===== config.mk =====
export PLATFORM = sky130hd
export DESIGN_NAME = mips_lsu
export DESIGN_NICKNAME = d
export VERILOG_FILES = /design/src/rtl/mips_pkg.sv /design/src/rtl/mips_lsu_align.sv /design/src/rtl/mips_lsu.sv
export SDC_FILE = /design/constraint.sdc
export NUM_CORES = 1
export LEC_CHECK = 0
export CAP_MARGIN = 30
export CORE_MARGIN = 1
export CORE_UTILIZATION = 51
export DETAILED_ROUTE_END_ITERATION = 12
export PLACE_DENSITY = 0.93
export SLEW_MARGIN = 20
export SYNTH_ARGS = -nofsm -noshare
export SYNTH_HDL_FRONTEND = slang
export SYNTH_SLANG_ARGS = --single-unit

===== constraint.sdc =====
create_clock -name clk -period 14.8 [get_ports clk]
set_input_delay 4.44 -clock clk [delete_from_list [all_inputs] [get_ports clk]]
set_output_delay 4.44 -clock clk [all_outputs]
set_load 0.02 [all_outputs]

===== src/rtl/mips_pkg.sv =====
// Shared types for the MIPS load/store unit: access sizes, FSM states and the
// byte-lane element used for the big-endian memory port.
package mips_pkg;

  typedef enum logic [1:0] {
    SZ_B = 2'd0,
    SZ_H = 2'd1,
    SZ_W = 2'd2,
    SZ_D = 2'd3
  } lsu_size_t;

  typedef enum logic [2:0] {
    IDLE  = 3'd0,
    READ  = 3'd1,
    WRITE = 3'd2,
    RESP  = 3'd3,
    ERR   = 3'd4,
    HALT  = 3'd5
  } lsu_state_t;

  // One memory byte lane; a port is declared as lane_t [NBYTES-1:0], lane 0 at the lowest address.
  typedef logic [7:0] lane_t;

  // Access width in bytes, clamped to the port width so illegal sizes never index past the lanes.
  function automatic int size_bytes(lsu_size_t size, int nbytes);
    int n;
    n = 1 << int'(size);
    return (n > nbytes) ? nbytes : n;
  endfunction

endpackage


===== src/rtl/mips_lsu_align.sv =====
// Combinational lane logic: load extract/extend, sub-word store merge, and
// misalignment / illegal-size detection.
module mips_lsu_align
  import mips_pkg::*;
#(
  parameter  int XLEN   = 32,
  localparam int NBYTES = XLEN / 8,
  localparam int OFFW   = $clog2(NBYTES)
) (
  input  lsu_size_t              size,
  input  logic [OFFW-1:0]        offset,
  input  logic                   sign_ext,
  input  logic [XLEN-1:0]        wdata,
  input  lane_t [NBYTES-1:0]     rd_lanes,
  output logic                   err,
  output logic                   full,
  output logic [XLEN-1:0]        load_data,
  output lane_t [NBYTES-1:0]     merged
);

  int                  nb;
  int                  off;
  logic [XLEN-1:0]     field;
  logic [XLEN-1:0]     mask;
  lane_t [NBYTES-1:0]  wb;

  always_comb begin
    // NOTE: every signal gets a value before any branch so no latch is inferred.
    nb        = size_bytes(size, NBYTES);
    off       = int'(offset);
    err       = ((1 << int'(size)) > NBYTES) || ((off & (nb - 1)) != 0);
    full      = (nb == NBYTES);
    field     = '0;
    mask      = '1;
    wb        = wdata;
    merged    = rd_lanes;

    // Lane 'off' is the most significant byte of the field (big-endian).
    for (int i = 0; i < NBYTES; i++) begin
      if (i >= off && i < off + nb) begin
        field     = {field[XLEN-9:0], rd_lanes[i]};
        merged[i] = wb[OFFW'(off + nb - 1 - i)];
      end
      if (i < nb) begin
        mask = {mask[XLEN-9:0], 8'h00};
      end
    end

    load_data = (sign_ext && rd_lanes[offset][7]) ? (field | mask) : field;
  end

endmodule


===== src/rtl/mips_lsu.sv =====
// Load/store unit: turns byte/half/word/double requests into word-aligned
// accesses on a whole-word-write memory, with read-modify-write and halt drain.
module mips_lsu
  import mips_pkg::*;
#(
  parameter  int XLEN           = 32,
  parameter  int MEM_RD_LATENCY = 1,
  localparam int NBYTES         = XLEN / 8,
  localparam int OFFW           = $clog2(NBYTES)
) (
  input  logic                clk,
  input  logic                rst_b,
  input  logic                req_valid,
  output logic                req_ready,
  input  logic                req_write,
  input  logic [1:0]          req_size,
  input  logic                req_signed,
  input  logic [XLEN-1:0]     req_addr,
  input  logic [XLEN-1:0]     req_wdata,
  output logic                rsp_valid,
  output logic                rsp_err,
  output logic [XLEN-1:0]     rsp_rdata,
  output logic [XLEN-1:0]     mem_addr,
  output lane_t [NBYTES-1:0]  mem_data_out,
  input  lane_t [NBYTES-1:0]  mem_data_in,
  output logic                mem_write_en,
  input  logic                halt_req,
  output logic                halted
);

  localparam int CNTW = 4;

  lsu_state_t          state_q, state_d;
  logic                accept;

  logic [XLEN-1:0]     addr_q;
  logic [OFFW-1:0]     off_q;
  lsu_size_t           size_q;
  logic                signed_q;
  logic                write_q;
  logic [XLEN-1:0]     wdata_q;
  lane_t [NBYTES-1:0]  rd_q;
  logic [CNTW-1:0]     cnt_q;

  lsu_size_t           a_size;
  logic [OFFW-1:0]     a_off;
  logic                a_err;
  logic                a_full;
  logic [XLEN-1:0]     a_load;
  lane_t [NBYTES-1:0]  a_merged;

  // In IDLE the aligner classifies the incoming request; afterwards it works on the latched one.
  assign a_size = (state_q == IDLE) ? lsu_size_t'(req_size) : size_q;
  assign a_off  = (state_q == IDLE) ? req_addr[OFFW-1:0]    : off_q;

  mips_lsu_align #(.XLEN(XLEN)) u_align (
    .size      (a_size),
    .offset    (a_off),
    .sign_ext  (signed_q),
    .wdata     (wdata_q),
    .rd_lanes  (rd_q),
    .err       (a_err),
    .full      (a_full),
    .load_data (a_load),
    .merged    (a_merged)
  );

  always_ff @(posedge clk) begin
    // NOTE: sequential state uses non-blocking assignments so all registers update together.
    if (rst_b) begin
      state_q <= IDLE;
    end else begin
      state_q <= state_d;
    end
  end

  always_comb begin
    state_d = state_q;
    accept  = 1'b0;
    unique case (state_q)
      IDLE: begin
        if (halt_req) begin
          state_d = HALT;
        end else if (req_valid) begin
          accept = 1'b1;
          if (a_err)                  state_d = ERR;
          else if (req_write && a_full) state_d = WRITE;
          else                        state_d = READ;
        end
      end
      READ:  if (cnt_q == '0) state_d = write_q ? WRITE : RESP;
      WRITE: state_d = IDLE;
      RESP:  state_d = IDLE;
      ERR:   state_d = IDLE;
      HALT:  state_d = HALT;
      default: state_d = IDLE;
    endcase
  end

  always_ff @(posedge clk) begin
    // NOTE: the request latches are reset too, so the memory port reads all-zero after reset.
    if (rst_b) begin
      addr_q   <= '0;
      off_q    <= '0;
      size_q   <= SZ_B;
      signed_q <= 1'b0;
      write_q  <= 1'b0;
      wdata_q  <= '0;
      rd_q     <= '0;
      cnt_q    <= '0;
    end else if (accept) begin
      addr_q   <= {req_addr[XLEN-1:OFFW], {OFFW{1'b0}}};
      off_q    <= req_addr[OFFW-1:0];
      size_q   <= lsu_size_t'(req_size);
      signed_q <= req_signed;
      write_q  <= req_write;
      wdata_q  <= req_wdata;
      rd_q     <= '0;
      cnt_q    <= CNTW'(MEM_RD_LATENCY - 1);
    end else if (state_q == READ) begin
      if (cnt_q == '0) rd_q  <= mem_data_in;
      else             cnt_q <= cnt_q - 1'b1;
    end
  end

  // Full-width stores replace every lane, so merging over the cleared rd_q yields req_wdata.
  assign req_ready    = (state_q == IDLE);
  assign halted       = (state_q == HALT);
  assign mem_addr     = addr_q;
  assign mem_write_en = (state_q == WRITE);
  assign mem_data_out = (state_q == WRITE) ? a_merged : '0;
  assign rsp_valid    = (state_q == WRITE) || (state_q == RESP) || (state_q == ERR);
  assign rsp_err      = (state_q == ERR);
  assign rsp_rdata    = (state_q == RESP) ? a_load : '0;

endmodule


==> out/results.tsv, run 1 <==
stage	metric	value	unit
timing	tightest_slew	0.989	ns
worst_hold_path	worstHoldStart	mem_addr[27]$_SDFFE_PP0P_	
clock_network	htreeDepth	3	
worst_hold_path	holdPathStages	2	
clock_network	clkLatencyLatePin	0.36	ns
clock_network	clock_sinks	107	
yosys	ys_ff_latch	107	
worst_setup_path	path_buf_inv	5	
route	via_per_inst	6.00	
timing	fmax	71.4	MHz
worst_setup_path	slowest_delay	0.75	ns
run	maxCapViolations	0	
clock_network	clk_pin_slew	0.07	ns
power_and_ir_drop	pwr-share-seq	25.5	%
placement	place_hpwl	15.2	mm
worst_hold_path	hold_path_end	mem_addr[27]$_SDFFE_PP0P_	
timing	fin_worst_skew	0.00906	ns
worst_setup_path	path_common_cell	clkdlybuf4s50_1	
route	drcViolationCount	0	
power_and_ir_drop	p_leak	2.93	nW
worst_setup_path	reg2reg_from	state_q[0]$_SDFFE_PP0P_	
timing	setup_tns	0	ns
yosys	yosys_warnings	0	
layout	layout_common_cells	244 x nand2_1, 201 x clkdlybuf4s50_1, 137 x a21oi_1	
global_route	grt_pass1_vias	6707	
power_and_ir_drop	ir_worst_vdd	0.164	mV
clock_network	post_cts_buffers	0	
power_and_ir_drop	finalPower	1.56	mW
power_and_ir_drop	p_clk_share	16.4	%
global_route	grt_overflow	0	
floorplan	fp-row-count	40	
global_route	grt_max_degree	70	
layout	drive_gt1_share	9.62	%
worst_hold_path	hp-class	reg -> reg	
worst_setup_path	crit_chain	clkdlybuf4s50_1 -> nor4b_1 -> or2_1 -> inv_2 -> fa_1 -> inv_1 -> ha_1 -> clkinv_1 -> nor4_4 -> and2_0 -> nand3_1 -> a31oi_1 -> clkdlybuf4s50_1	
clock_network	numCtsBuffers	9	
placement	port_buffers	202	
timing	setup_violations	0	
route	vias	7060	
worst_setup_path	required	10.36	ns
worst_setup_path	cp_max_fo	17	
placement	place.gp.congestion	0.993	
floorplan	dieArea	13100	sq um
worst_setup_path	r2r_cells	6	
yosys	synth_sequential_area_ratio	33.2	%
clock_network	cts-root-buf	clkbuf_16	
timing	finalCritPeriodShare	94.7	%
power_and_ir_drop	p_int	0.814	mW
floorplan	io_pins	205	
worst_setup_path	arrival	9.57	ns
floorplan	core_area	12200	sq um
clock_network	ctsHoldBuffers	0	
global_route	grtUsageTotal	31.9	%
route	wl_per_cell	17.5	um
yosys	ys_async_sr_fraction	0	%
timing	rsz0062_at_grt	false	
worst_setup_path	critPathTopFamily	simple AND/OR/NAND/NOR gates	
layout	nets	1114	
floorplan	die_h	114	um
yosys	avgSynthCellArea	7.60	sq um
floorplan	die_w	114	um
worst_setup_path	r2r-end	wdata_q[18]$_SDFFE_PP0P_	
timing	relSlewSlack	33.5	%
yosys	synth_edf_count	0	
timing	hold_violations	0	
layout	layout_commonest_cell	nand2_1	
power_and_ir_drop	p_per_area	178	nW/um^2
worst_setup_path	r2r_slack	12.24	ns
clock_network	cts_resized	0	
yosys	synth_cell_type_count	55	
power_and_ir_drop	p_switching	0.744	mW
route	wl	20.6	mm
route	ant_nets	0	
floorplan	initial_core_util	53.0	%
run_status	status	completed	
layout	antennaDiodeCount	0	
power_and_ir_drop	switching_share	47.7	%
yosys	synth-main-ff-cell	dfxtp_1	
worst_setup_path	critPathKind	in -> out	
clock_network	cts_tree	yes	
timing	finalMaxSlewViolations	0	
yosys	synthesis.area	6450	sq um
global_route	grt_pass1_wl	32.9	mm
worst_setup_path	crit_slowest_cell	nor4b_1	
route	drtIter0Drc	715	
global_route	antenna_found_initial	0	
layout	syn2layout_area_growth	35.5	%
clock_network	ctsLongestPathBuffers	2	
worst_setup_path	critPathLaunchType	primary input	
timing	post-route-min-period	14.01	ns
power_and_ir_drop	pwr-share-comb	58.2	%
yosys	syn_inst	849	
route	drtPass1Iterations	5	
worst_setup_path	worstSetupEndpointType	primary output	
==> through the flow <==
stage               hold WS (ns)  utilization [%]  cells  area (sq um)  setup slack, ns
floorplan                  0.437                -    850          6450             2.02
global placement           0.441             69.1   1159          8410             1.13
detailed placement         0.446             69.2   1160          8420            0.954
CTS                        0.456             71.9   1176          8740            0.919
global route               0.479             71.9   1176          8740            0.436
finish                     0.455             71.9   1176          8740            0.789
==> cells by family (layout without fill, tap and decap cells) <==
family                     count (synthesis)  after routing  synth area share, %
other                                      1              2               0.0581
AOI/OAI and AO/OA                        231            231                 21.5
and+or+nand+nor                          357            357                 24.2
xor gates and xnor gates                   4              4                0.543
buffers and inverters                     89            247                 6.52
muxes                                     53             53                 12.4
DFF                                      107            107                 33.2
adders and majority gates                  7              7                 1.47
==> cell usage after synthesis, drive strengths merged, types with 2 or more instances <==
master   count  share of area (%)
nand2      246                 14
a21oi      137                 11
dfxtp      107                 33
nand3       52                4.0
buf         35                3.3
mux2        34                6.0
clkbuf      33                1.9
o21ai       32                2.7
inv         19                1.1
nor2        19                1.3
mux4        18                6.3
a31oi       16                1.6
a32o        16                2.5
or3         11                1.1
a21o         8               0.93
o2111ai      8                1.1
nor3         7               0.54
ha           6                1.2
o31a         5               0.68
nand2b       4               0.39
xnor2        4               0.54
a211oi       3               0.35
and2         3               0.29
nor4         3               0.76
nor4b        3               0.50
a21boi       2               0.41
and3         2               0.19
clkinv       2               0.19
nand4        2               0.19
o31ai        2               0.23
or2          2               0.19
==> cell type report <==
cell class / count / area [sq um]
multi-input cells: 654 / 3900
well taps: 168 / 210
inverters: 21 / 83.8
fillers: 923 / 3420
flip-flops and latches: 107 / 2140
clock buffers: 9 / 225
clock inverters: 7 / 96.3
repair buffers: 210 / 2080
==> metal layers <==
layer | up-vias | track usage, % | wire length, um
met5 | - | 0 | 0
met4 | 0 | 15.5 | 847
met3 | 92 | 10.1 | 2450
met2 | 468 | 51.2 | 9390
met1 | 3219 | 38.8 | 7910
li1 | 3281 | - | -
==> tightest hold or removal path: stages, from the launching register on <==
cell and delay [ns]:
dfxtp_1 0.31, nand2_1 0.05, a21oi_1 0.05
==> flip-flops by register name, indices dropped and copies added (netlist names) <==
name and flops:
rd_q 32, wdata_q 32, signed_q 1, size_q 2
write_q 1, mem_addr 30, state_q 3, cnt_q 4
off_q 2
==> worst max-delay path by stage <==
stage | start | to | cells past startpoint | slack (ns)
after floorplan | req_addr[1] | rsp_rdata[23] | 17 | 2.02
after global placement | req_addr[1] | rsp_rdata[19] | 13 | 1.13
after detailed placement | req_addr[1] | rsp_rdata[18] | 13 | 0.95
after CTS | req_addr[1] | rsp_rdata[18] | 13 | 0.92
after global routing | req_addr[1] | rsp_rdata[18] | 13 | 0.44
final | req_addr[1] | rsp_rdata[18] | 13 | 0.79
==> power groups by stage <==
stage | combinational, mW | clock (mW) | sequential (mW)
after floorplan | 0.706 | 0 | 0.381
after global placement | 0.855 | 0 | 0.396
after detailed placement | 0.882 | 0 | 0.399
after CTS | 0.889 | 0.258 | 0.392
after global routing | 0.977 | 0.271 | 0.401
final | 0.906 | 0.255 | 0.397
Power figures use the tool's default switching activity.
==> run 2, diff against run 1 <==
--- a/config.mk
+++ b/config.mk
@@ -9,7 +9,7 @@
 export CORE_MARGIN = 1
 export CORE_UTILIZATION = 51
 export DETAILED_ROUTE_END_ITERATION = 12
-export PLACE_DENSITY = 0.93
+export PLACE_DENSITY = 0.83
 export SLEW_MARGIN = 20
 export SYNTH_ARGS = -nofsm -noshare
 export SYNTH_HDL_FRONTEND = slang
==> out/results.tsv, run 2 (synthesized netlist as in run 1, its figures left out) <==
stage	metric	value	unit
route	ant_nets	0	
route	wl_per_cell	16.9	um
worst_setup_path	r2r_slack	12.24	ns
floorplan	die_w	114	um
floorplan	dieArea	13100	sq um
layout	final_cell_area	8690	sq um
timing	finalCritPeriodShare	95.0	%
placement	place.gp.congestion	0.946	
floorplan	core_area	12200	sq um
timing	tightest_slew	0.903	ns
worst_setup_path	crit_chain	clkdlybuf4s50_1 -> nor4b_1 -> or2_1 -> inv_2 -> fa_1 -> inv_1 -> ha_1 -> clkinv_1 -> nor4_4 -> and2_0 -> nand3_1 -> a31oi_1 -> clkdlybuf4s50_1	
global_route	antenna_found_initial	0	
run	maxCapViolations	0	
worst_setup_path	critPathTopFamily	simple AND/OR/NAND/NOR gates	
clock_network	cts_tree	yes	
route	vias	6805	
clock_network	numCtsBuffers	9	
worst_setup_path	critPathKind	in -> out	
clock_network	ctsHoldBuffers	0	
layout	layout_common_cells	244 x nand2_1, 201 x clkdlybuf4s50_1, 137 x a21oi_1	
global_route	grt_pass1_vias	6124	
placement	placed_cell_area	8410	sq um
power_and_ir_drop	p_leak	2.90	nW
clock_network	ctsLongestPathBuffers	2	
timing	setup_ws	0.743	ns
clock_network	htreeDepth	3	
timing	finalMaxSlewViolations	0	
worst_setup_path	critPathLaunchType	primary input	
floorplan	fp-row-count	40	
route	drcViolationCount	0	
worst_setup_path	crit_slowest_cell	nor4b_1	
worst_setup_path	worstSetupEndpointType	primary output	
route	drtPass1Iterations	7	
global_route	grt_max_degree	70	
worst_hold_path	hp-class	reg -> reg	
worst_setup_path	arrival	9.62	ns
layout	drive_gt1_share	9.54	%
clock_network	cts_resized	0	
layout	fillerInstances	1017	
timing	relSlewSlack	38.9	%
global_route	grt_pass1_wl	31.0	mm
layout	layout_commonest_cell	nand2_1	
worst_setup_path	slowest_delay	0.78	ns
clock_network	post_cts_buffers	0	
run_status	status	completed	
clock_network	cts-root-buf	clkbuf_16	
floorplan	initial_core_util	53.0	%
timing	setup_tns	0	ns
timing	hold_violations	0	
worst_setup_path	path_buf_inv	5	
placement	dp_slack	0.897	ns
power_and_ir_drop	p_per_area	175	nW/um^2
route	wl	19.8	mm
route	via_per_inst	5.80	
worst_setup_path	required	10.36	ns
clock_network	clock_sinks	107	
worst_setup_path	cp_max_fo	17	
layout	syn2layout_area_growth	34.7	%
layout	nets	1113	
layout	final_util	71.5	%
timing	rsz0062_at_grt	false	
floorplan	io_pins	205	
timing	setup_violations	0	
layout	antennaDiodeCount	0	
timing	fin_worst_skew	0.00787	ns
timing	fmax	71.1	MHz
floorplan	die_h	114	um
global_route	grt_overflow	0	
timing	post-route-min-period	14.06	ns
global_route	grtUsageTotal	30.6	%
clock_network	clkLatencyLatePin	0.36	ns
power_and_ir_drop	ir_worst_vdd	0.139	mV
worst_setup_path	path_common_cell	clkdlybuf4s50_1	
clock_network	clk_pin_slew	0.08	ns
placement	port_buffers	202	
route	drtIter0Drc	646	
placement	place_hpwl	14.5	mm
==> run 2: cell types whose count changed in the layout (fill, tap and decap cells not counted), sizes merged <==
| cell | delta |
|---|---|
| clkinvlp | +1 |
| bufinv | -1 |
| buf | -1 |
| clkinv | -3 |
| inv | +1 |
| clkbuf | +1 |
==> run 2: metal layers <==
metal / share of wire [%] / vias up / track usage (%) / wire length, um
met4: 1.9 / 0 / 8.66 / 376
met5: 0 / - / 0 / 0
met3: 11 / 38 / 9.63 / 2230
li1: - / 3281 / - / -
met1: 40 / 3117 / 39.7 / 7990
met2: 47 / 369 / 48.9 / 9250
==> run 2: worst paths after layout <==
kind | from | to | depth (start not counted)
max reg2reg | state_q[0]$_SDFFE_PP0P_ | wdata_q[26]$_SDFFE_PP0P_ | 6
min | mem_addr[21]$_SDFFE_PP0P_ | mem_addr[21]$_SDFFE_PP0P_ | 2
max | req_addr[1] | rsp_rdata[17] | 13
min reg2reg | mem_addr[21]$_SDFFE_PP0P_ | mem_addr[21]$_SDFFE_PP0P_ | 2
==> run 2: area by class of cell <==
| class | count | area (sq um) | area share [%] |
|---|---|---|---|
| clock buffers | 10 | 239 | 2.75 |
| repair buffers | 209 | 2070 | 23.8 |
| multi-input cells | 654 | 3900 | 44.9 |
| inverters | 21 | 83.8 | 0.964 |
| well taps | 168 | 210 | 2.42 |
| flip-flops and latches | 107 | 2140 | 24.6 |
| clock inverters | 5 | 43.8 | 0.504 |
==> run 2: per-stage QoR <==
stage / power (mW) / hold WS [ns] / instances
after floorplan: 1.09 / 0.437 / 850
after global placement: 1.25 / 0.440 / 1159
after detailed placement: 1.27 / 0.446 / 1159
after CTS: 1.51 / 0.456 / 1174
after global routing: 1.62 / 0.479 / 1174
final: 1.52 / 0.454 / 1174
==> run 2: tightest hold or removal path, stage by stage, from the launching register on <==
cell and delay (ns):
dfxtp_1 0.31, nand2_1 0.05, a21oi_1 0.05
==> run 2: power by group <==
group | switching (mW) | total (mW) | internal [mW]
Clock | 0.111 | 0.231 | 0.120
Combinational | 0.546 | 0.890 | 0.344
Sequential | 0.0640 | 0.396 | 0.332
Total | 0.720 | 1.52 | 0.797
==> run 3, diff against run 2 <==
--- a/config.mk
+++ b/config.mk
@@ -8,6 +8,7 @@
 export CAP_MARGIN = 30
 export CORE_MARGIN = 1
 export CORE_UTILIZATION = 51
+export CTS_CLUSTER_DIAMETER = 60
 export DETAILED_ROUTE_END_ITERATION = 12
 export PLACE_DENSITY = 0.83
 export SLEW_MARGIN = 20
==> results of run 3 <==
Final layout, timing and power as in run 2 (identical DEF).
